<file path="config.mk">
export PLATFORM = sky130hd
export DESIGN_NAME = lavatory_arbiter_flat
export DESIGN_NICKNAME = d
export VERILOG_FILES = /design/src/rtl/lavatory_arbiter_if.sv /design/src/rtl/lavatory_arbiter.sv /design/src/flat_wrapper.sv
export SDC_FILE = /design/constraint.sdc
export NUM_CORES = 1
export LEC_CHECK = 0
export CORE_MARGIN = 1
export CORE_UTILIZATION = 45
export DETAILED_ROUTE_END_ITERATION = 16
export PLACE_DENSITY = 0.67
export SLEW_MARGIN = 20
export SYNTH_ARGS = -nofsm -noshare
export SYNTH_HDL_FRONTEND = slang
export SYNTH_SLANG_ARGS = --single-unit
export TNS_END_PERCENT = 1
</file>
<file path="constraint.sdc">
create_clock -name clk_2 -period 4.7 [get_ports clk_2]
set_input_delay 0.705 -clock clk_2 [delete_from_list [all_inputs] [get_ports clk_2]]
set_output_delay 0.705 -clock clk_2 [all_outputs]
set_load 0.005 [all_outputs]
</file>
<file path="src/rtl/lavatory_arbiter_if.sv">
// rtl/lavatory_arbiter_if.sv - request, door sensor, grant and status bundle for the lavatory arbiter
interface lavatory_arbiter_if;
    logic       req_f;
    logic       req_m;
    logic [2:0] lock;
    logic       grant_valid;
    logic [1:0] grant_lav;
    logic       grant_fem;
    logic [2:0] qcount_f;
    logic [2:0] qcount_m;
    logic       qfull_f;
    logic       qfull_m;
    logic       led_f;
    logic       led_m;

    modport master (
        output req_f, req_m, lock,
        input  grant_valid, grant_lav, grant_fem,
        input  qcount_f, qcount_m, qfull_f, qfull_m, led_f, led_m
    );

    modport slave (
        input  req_f, req_m, lock,
        output grant_valid, grant_lav, grant_fem,
        output qcount_f, qcount_m, qfull_f, qfull_m, led_f, led_m
    );
endinterface

</file>
<file path="src/rtl/lavatory_arbiter.sv">
// rtl/lavatory_arbiter.sv - assigns three lavatories to female/male queues with reservation timeout
module lavatory_arbiter #(
    parameter int RESV_CYCLES = 8,
    parameter int QMAX        = 7
) (
    input  logic               clk_2,
    input  logic               reset,
    lavatory_arbiter_if.slave  bus
);

    localparam int         TW         = (RESV_CYCLES > 1) ? $clog2(RESV_CYCLES) : 1;
    localparam logic [TW-1:0] TIMER_LOAD = TW'(RESV_CYCLES - 1);
    localparam logic [2:0] QMAX_C     = 3'(QMAX);

    typedef enum logic [1:0] {
        LAV_FREE,
        LAV_RESERVED,
        LAV_OCCUPIED
    } lav_state_t;

    lav_state_t    state [3];
    logic [TW-1:0] timer [3];
    logic [2:0]    cnt_f;
    logic [2:0]    cnt_m;
    logic          rr_male;
    logic          gv_q;
    logic [1:0]    lav_q;
    logic          fem_q;

    logic [2:0]    grantable;
    logic          do_grant;
    logic [1:0]    g_lav;
    logic          g_fem;
    logic          grant_f;
    logic          grant_m;

    // Lavatory 0 is women-only and always wins for the female queue; shared
    // lavatories go lowest index first, queue chosen by round-robin on contention.
    always_comb begin
        for (int i = 0; i < 3; i++) begin
            grantable[i] = (state[i] == LAV_FREE) && !bus.lock[i];
        end
        do_grant = 1'b0;
        g_lav    = 2'd0;
        g_fem    = 1'b0;
        if (grantable[0] && (cnt_f != 3'd0)) begin
            do_grant = 1'b1;
            g_lav    = 2'd0;
            g_fem    = 1'b1;
        end else if ((grantable[1] || grantable[2]) && ((cnt_f != 3'd0) || (cnt_m != 3'd0))) begin
            do_grant = 1'b1;
            g_lav    = grantable[1] ? 2'd1 : 2'd2;
            if ((cnt_f != 3'd0) && (cnt_m != 3'd0)) begin
                g_fem = !rr_male;
            end else begin
                g_fem = (cnt_f != 3'd0);
            end
        end
    end

    assign grant_f = do_grant && g_fem;
    assign grant_m = do_grant && !g_fem;

    // A grant cancels a same-cycle request; a lone request at QMAX is dropped.
    function automatic logic [2:0] next_cnt(input logic [2:0] cnt, input logic req, input logic grant);
        if (req && !grant) begin
            return (cnt == QMAX_C) ? cnt : cnt + 3'd1;
        end else if (!req && grant) begin
            return cnt - 3'd1;
        end else begin
            return cnt;
        end
    endfunction

    always_ff @(posedge clk_2) begin
        if (reset) begin
            for (int i = 0; i < 3; i++) begin
                state[i] <= LAV_FREE;
                timer[i] <= '0;
            end
            cnt_f   <= 3'd0;
            cnt_m   <= 3'd0;
            rr_male <= 1'b0;
            gv_q    <= 1'b0;
            lav_q   <= 2'd0;
            fem_q   <= 1'b0;
        end else begin
            cnt_f <= next_cnt(cnt_f, bus.req_f, grant_f);
            cnt_m <= next_cnt(cnt_m, bus.req_m, grant_m);
            gv_q  <= do_grant;
            lav_q <= do_grant ? g_lav : 2'd0;
            fem_q <= grant_f;
            if (do_grant && (g_lav != 2'd0)) begin
                rr_male <= !rr_male;
            end
            for (int i = 0; i < 3; i++) begin
                case (state[i])
                    LAV_FREE: begin
                        if (do_grant && (g_lav == 2'(i))) begin
                            state[i] <= LAV_RESERVED;
                            timer[i] <= TIMER_LOAD;
                        end else if (bus.lock[i]) begin
                            state[i] <= LAV_OCCUPIED;
                        end
                    end
                    LAV_RESERVED: begin
                        if (bus.lock[i]) begin
                            state[i] <= LAV_OCCUPIED;
                            timer[i] <= '0;
                        end else if (timer[i] == '0) begin
                            state[i] <= LAV_FREE;
                        end else begin
                            timer[i] <= timer[i] - TW'(1);
                        end
                    end
                    LAV_OCCUPIED: begin
                        if (!bus.lock[i]) begin
                            state[i] <= LAV_FREE;
                        end
                    end
                    default: begin
                        state[i] <= LAV_FREE;
                        timer[i] <= '0;
                    end
                endcase
            end
        end
    end

    assign bus.grant_valid = gv_q;
    assign bus.grant_lav   = lav_q;
    assign bus.grant_fem   = fem_q;
    assign bus.qcount_f    = cnt_f;
    assign bus.qcount_m    = cnt_m;
    assign bus.qfull_f     = (cnt_f == QMAX_C);
    assign bus.qfull_m     = (cnt_m == QMAX_C);
    assign bus.led_f       = (state[0] == LAV_FREE) || (state[1] == LAV_FREE) || (state[2] == LAV_FREE);
    assign bus.led_m       = (state[1] == LAV_FREE) || (state[2] == LAV_FREE);

endmodule

</file>
<file path="src/flat_wrapper.sv">
// flat-port wrapper written by rule: the top's interface ports become plain ports
module lavatory_arbiter_flat 
#(
    parameter int RESV_CYCLES = 8,
    parameter int QMAX        = 7
)
  (clk_2, reset, bus_req_f, bus_req_m, bus_lock, bus_grant_valid, bus_grant_lav, bus_grant_fem, bus_qcount_f, bus_qcount_m, bus_qfull_f, bus_qfull_m, bus_led_f, bus_led_m);
  lavatory_arbiter_if bus_i ();
  input  logic clk_2;
  input  logic reset;
  input wire logic [$bits(bus_i.req_f)-1:0] bus_req_f;
  input wire logic [$bits(bus_i.req_m)-1:0] bus_req_m;
  input wire logic [$bits(bus_i.lock)-1:0] bus_lock;
  output wire logic [$bits(bus_i.grant_valid)-1:0] bus_grant_valid;
  output wire logic [$bits(bus_i.grant_lav)-1:0] bus_grant_lav;
  output wire logic [$bits(bus_i.grant_fem)-1:0] bus_grant_fem;
  output wire logic [$bits(bus_i.qcount_f)-1:0] bus_qcount_f;
  output wire logic [$bits(bus_i.qcount_m)-1:0] bus_qcount_m;
  output wire logic [$bits(bus_i.qfull_f)-1:0] bus_qfull_f;
  output wire logic [$bits(bus_i.qfull_m)-1:0] bus_qfull_m;
  output wire logic [$bits(bus_i.led_f)-1:0] bus_led_f;
  output wire logic [$bits(bus_i.led_m)-1:0] bus_led_m;
  assign bus_i.req_f = bus_req_f;
  assign bus_i.req_m = bus_req_m;
  assign bus_i.lock = bus_lock;
  assign bus_grant_valid = bus_i.grant_valid;
  assign bus_grant_lav = bus_i.grant_lav;
  assign bus_grant_fem = bus_i.grant_fem;
  assign bus_qcount_f = bus_i.qcount_f;
  assign bus_qcount_m = bus_i.qcount_m;
  assign bus_qfull_f = bus_i.qfull_f;
  assign bus_qfull_m = bus_i.qfull_m;
  assign bus_led_f = bus_i.led_f;
  assign bus_led_m = bus_i.led_m;
  lavatory_arbiter #(.RESV_CYCLES(RESV_CYCLES), .QMAX(QMAX)) u_core (.clk_2(clk_2), .reset(reset), .bus(bus_i));
endmodule
</file>
==> qor.txt, run 1 <==
Cts hold-fix bufs: 0
Reg clk slew, reported paths: 140 ps
Yosys cell types: 43
H-tree depth: 1
Status: finished clean
Setup Viol. Count Final: 0
CTS tree: built
Share of layout cells above drive strength 1: 6.50%
CP max stage cell: clkdlybuf4s50_1
Clock root cell: clkbuf_4
Post-Route WL: 3.04 mm
Fmax: 336 MHz
Skew final: 9.30 ps
First-pass GRT wire length: 4.95 mm
Crit path max-delay family: simple AND/OR/NAND/NOR gates
Max stage delay on crit path: 440 ps
Relative slew slack: 68.2%
Vias in the first global route: 1171
Synth Instances: 179
Post-synth top area cell: edfxtp_1
Largest net degree at the start of global routing: 25
Post-CTS sizing: 0
Element type at the critical path end: flop
Post-synth top area share: 26.0%
Avg WL per Cell: 12.4 um
Post-DP HPWL: 2.35 mm
Leak: 0.768 nW
Worst-skew pair later-pin latency: 320 ps
Fin Setup TNS: 0 ps
DR vias: 1337
Most frequent cells in the layout: 23 x nor2_1, 20 x clkdlybuf4s50_1, 16 x nand2_1, 14 x a21oi_1, 14 x edfxtp_1
Number of synthesized flops with an enable pin: 14
Antenna diodes: 0
Antenna violations before repair: 0
Tcrit/Tclk final: 63.3%
Top Ports: 21
Avg Cell Area, Syn: 9.03 sq um
1st-pass router iterations: 4
Routed Antenna Nets: 0
Clk sinks: 26
RSZ-0062 raised after global routing: false
Reg-to-reg slack, setup: 2050 ps
Leading post-synthesis cells by cell area: edfxtp_1 26%, dfxtp_1 15%, nor2_1 5.3%
Required time of the critical path: 4930 ps
Vias/cell: 5.43
Starting Density: 47.7%
Ys Warns: 0
Cell area after synthesis: 0.00162 sq mm
Overall Global Routing Usage: 17.6%
Buf/Inv on CP: 1
Most common cell after layout, fill and taps aside: nor2_1
Total grt overflow: 0
Drt first-iter violations: 38
Slew Limit Fails: 0
Seq/Total Area, Yosys: 40.9%
Worst Path Arrival: 3200 ps
Die Y: 61.9 um
Die ar.: 0.00384 sq mm
Ys async rst share: 0%
Syn Nets: 194
Worst setup SP type: input pin
CTS Buf Count: 3
PortBufs: 20
Hold WC Path Type: reg -> reg
#FFs+latches synth: 26
Maximum VDD drop: 234 uV
Max Cap Viol: 0
Primary FF master, synth: edfxtp_1
Area Overhead vs Synth: 16.6%
CP Max Fanout: 7
GP Congestion: 0.772
Worst slew pin tran: 473 ps
CP Cell Sequence: clkdlybuf4s50_1 -> or2_0 -> nor3_4 -> nor3_2 -> nand2b_1 -> fa_1 -> and3_1 -> mux2i_1 -> mux2_2
# Post-CTS Setup Buffers: 0
Cell area power density: 589 mW/mm^2
Nets: 216
Clock buffer depth: 2
Crit Path Class: in -> reg
Tot Pwr: 0.00111 W
Area of the core: 0.00339 sq mm
Final Hold Viols: 0
Fin crit period: 2970 ps
Die X: 61.9 um
Row count: 21
DRC viols: 0
==> where the power goes <==
group | total (W) | internal (W) | switching, W
Clock | 0.0000969 | 0.0000311 | 0.0000658
Sequential | 0.000444 | 0.000356 | 0.0000883
Combinational | 0.000569 | 0.000279 | 0.000290
==> worst register-to-register path: stages, from the launching register on <==
cell      delay (ps)
edfxtp_1         460
or2_0            400
nor3_4           350
nor3_2           120
nand2b_1         170
fa_1             380
and3_1           170
mux2i_1          150
mux2_2           340
==> cell usage after synthesis, drive strengths merged, types with 2 or more instances <==
library cell / number
nor3b: 3
nor2b: 6
a21boi: 2
mux2: 5
nand3: 3
fa: 2
clkbuf: 2
nor2: 23
edfxtp: 14
nor3: 11
inv: 13
buf: 2
nand2: 16
ha: 6
dfxtp: 12
nand2b: 4
or3: 5
a21oi: 14
o21a: 3
o22ai: 2
mux2i: 4
and3: 3
o21bai: 2
o21ai: 11
==> layout make-up <==
class | count | area, sq um
well taps | 46 | 57.6
clock inverters | 1 | 3.75
clock buffers | 3 | 22.5
flip-flops and latches | 26 | 661
fillers | 330 | 1510
inverters | 13 | 48.8
multi-input cells | 136 | 883
repair buffers | 21 | 208
==> sequential cells by signal, summed over array words and instances, names as in the netlist <==
name	flops
u_core.rr_male	1
u_core.bus.qcount_f	3
u_core.bus.qcount_m	3
u_core.bus.grant_lav	2
u_core.state	6
u_core.bus.grant_fem	1
u_core.bus.grant_valid	1
u_core.timer	9
==> metrics by stage <==
stage,setup slack [ps],util [%],hold WS [ps],std cells,area [sq um]
after floorplan,2050,-,468,179,1620
final,1730,55.6,514,246,1880
after CTS,1700,55.6,519,246,1880
after detailed placement,1360,54.8,499,242,1860
after global placement,1460,54.8,485,242,1860
after global routing,1590,55.6,577,246,1880
==> path summary, 6_finish.rpt <==
| path | cells after the start | endpoint | startpoint |
|---|---|---|---|
| setup / recovery | 9 | u_core.bus.qcount_m[2]$_SDFFE_PP0P_ | bus_lock[0] |
| hold / removal | 2 | u_core.rr_male$_SDFFE_PP0P_ | u_core.rr_male$_SDFFE_PP0P_ |
| setup reg to reg | 8 | u_core.bus.qcount_m[2]$_SDFFE_PP0P_ | u_core.state[0][1]$_SDFFCE_PP0P_ |
| hold reg to reg | 2 | u_core.rr_male$_SDFFE_PP0P_ | u_core.rr_male$_SDFFE_PP0P_ |
==> routing by layer <==
layer	vias to the layer above	routed length (um)	share of wire (%)	global-route usage (%)
met1	632	1370	45	21.9
met5	-	0	0	0
li1	678	-	-	-
met3	5	75	2.5	2.48
met4	0	43	1.4	6.67
met2	22	1560	51	30.9
==> kinds of logic (layout without fill, tap and decap cells) <==
family,Yosys count,in the layout,share of synthesized area (%)
compound gates,41,41,15.8
xor+xnor,2,2,1.08
fa+ha+maj,8,8,7.12
buf+inv,17,38,4.49
flops,26,26,40.9
mux,9,9,6.42
simple gates,76,76,24.2
Power figures use the tool's default switching activity.
==> run 2: changes to the inputs <==
PLACE_DENSITY = 0.7   (was 0.67)
clock period = 2.55 ns   (was 4.7 ns; I/O delays follow)
==> run 2 against run 1 <==
- cell count rose by 4.5%
- wire length is 1.9% higher
- worst setup slack got worse by 1600 ps
- global-route usage about the same
- highest routed layer unchanged
- critical path depth unchanged
- clock skew increased by 1.3 ps
- combinational power is 99% higher
- clock-buffer cell count stayed put
- non-clock buffer count grew 11
- power grew 90%
==> qor.txt, run 2 (synthesis results as in run 1) <==
Status: finished clean
R2r endpoint: u_core.bus.qcount_m[2]$_SDFFE_PP0P_
Overall Global Routing Usage: 17.6%
Fin Hold WS: 512 ps
CTS tree: built
Worst-skew pair later-pin latency: 310 ps
Fin Setup TNS: 0 ps
Critical R2R Launch: u_core.state[0][1]$_SDFFCE_PP0P_
Post-Route WL: 3.10 mm
Largest regs: u_core.timer: 9 flops, u_core.state: 6 flops
Skew final: 10.6 ps
Tcrit/Tclk final: 94.0%
Required time of the critical path: 2770 ps
Clk sinks: 26
Cell area power density: 1070 mW/mm^2
WHS Path Cells: 2
Placement Setup Slack: -213 ps
Util after Layout: 58.0%
Max reg flops: 9
Fmax: 417 MHz
Post-CTS sizing: 0
Vias in the first global route: 1225
CP Max Fanout: 4
Die ar.: 0.00384 sq mm
Antenna violations before repair: 0
# Post-CTS Setup Buffers: 0
Row count: 21
Die Y: 61.9 um
Share of layout cells above drive strength 1: 11.4%
DRC viols: 0
Fin crit period: 2400 ps
Largest register by flop count: u_core.timer
Hold EP: u_core.rr_male$_SDFFE_PP0P_
Worst slew pin tran: 491 ps
Area of the core: 0.00339 sq mm
Vias/cell: 5.33
Worst reg2reg path depth: 8
Routed Antenna Nets: 0
Antenna diodes: 0
Post-route cell area: 0.00197 sq mm
Reg clk slew, reported paths: 140 ps
Worst setup SP type: input pin
Final Hold Viols: 0
Max Cap Viol: 0
Post-DP HPWL: 2.48 mm
Drt first-iter violations: 49
Setup Viol. Count Final: 0
Clock root cell: clkbuf_4
Maximum VDD drop: 508 uV
Crit Path Class: in -> reg
Largest net degree at the start of global routing: 15
Worst Path Arrival: 2620 ps
Worst setup margin: 153 ps
H-tree depth: 1
DR vias: 1370
Hold WC Path Type: reg -> reg
Clock buffer depth: 2
First-pass GRT wire length: 5.02 mm
Leak: 0.821 nW
GP Congestion: 0.752
Most common cell after layout, fill and taps aside: nor2_1
Starting Density: 47.7%
PortBufs: 20
Cts hold-fix bufs: 0
Die X: 61.9 um
Total grt overflow: 0
Cell Area, Placed: 0.00194 sq mm
Top Ports: 21
CTS Buf Count: 3
Element type at the critical path end: flop
Area Overhead vs Synth: 21.7%
Reg-to-reg slack, setup: 190 ps
Nets: 227
Hold Path Origin: u_core.rr_male$_SDFFE_PP0P_
Relative slew slack: 66.9%
RSZ-0062 raised after global routing: false
1st-pass router iterations: 4
Most frequent cells in the layout: 23 x nor2_1, 20 x clkdlybuf4s50_1, 16 x nand2_1, 14 x a21oi_1, 14 x edfxtp_1
Slew Limit Fails: 0
Avg WL per Cell: 12.1 um
-- run 2: cell count changes in the layout (fill, tap and decap cells not counted) --
cell,before,now
buf_4,1,12
-- run 2: report_power, final --
part	internal [W]	switching, W
clock	0.0000571	0.000116
sequential	0.000655	0.000151
combinational	0.000574	0.000559
-- run 2: worst max-delay path by stage --
| stage | start | endpoint | slack [ps] | cells after the start |
|---|---|---|---|---|
| final | bus_lock[0] | u_core.bus.qcount_m[2]$_SDFFE_PP0P_ | 150 | 9 |
| after global routing | bus_lock[0] | u_core.bus.qcount_m[2]$_SDFFE_PP0P_ | 30 | 9 |
| after global placement | bus_lock[0] | u_core.bus.qcount_m[2]$_SDFFE_PP0P_ | -160 | 9 |
| after detailed placement | bus_lock[0] | u_core.bus.qcount_f[2]$_SDFFE_PP0P_ | -210 | 10 |
| after CTS | bus_lock[0] | u_core.bus.qcount_m[2]$_SDFFE_PP0P_ | 140 | 9 |
| after floorplan | u_core.state[0][1]$_SDFFCE_PP0P_ | u_core.bus.qcount_m[2]$_SDFFE_PP0P_ | 150 | 9 |
-- run 2: metal layers --
metal | share of wire, % | GRT usage (%) | wire length, um
met2 | 52 | 33.0 | 1610
met4 | 0.55 | 3.81 | 17
met1 | 45 | 21.3 | 1410
met3 | 2.3 | 2.48 | 71
met5 | 0 | 0 | 0
-- run 2: critical path, stage by stage --
cell and delay, ps:
clkdlybuf4s50_1 460, or2_0 320, nor3_4 220, nor3_2 70, nand2b_1 150, fa_1 380
and3_1 170, mux2i_1 130, mux2_2 340
-- run 2: final cells by class --
class                      instances  area, sq um
clock buffer                       3         22.5
clock inverter                     1         3.75
fill                             307         1420
inverter                          13         48.8
multi-input combinational        136          883
sequential                        26          661
tap                               46         57.6
timing repair buffer              32          290
-- run 2: through the flow --
| step | std cells | total power (W) |
|---|---|---|
| after global placement | 253 | 0.00190 |
| after CTS | 257 | 0.00213 |
| after global routing | 257 | 0.00230 |
| final | 257 | 0.00211 |
| after detailed placement | 253 | 0.00196 |
| after floorplan | 179 | 0.00154 |
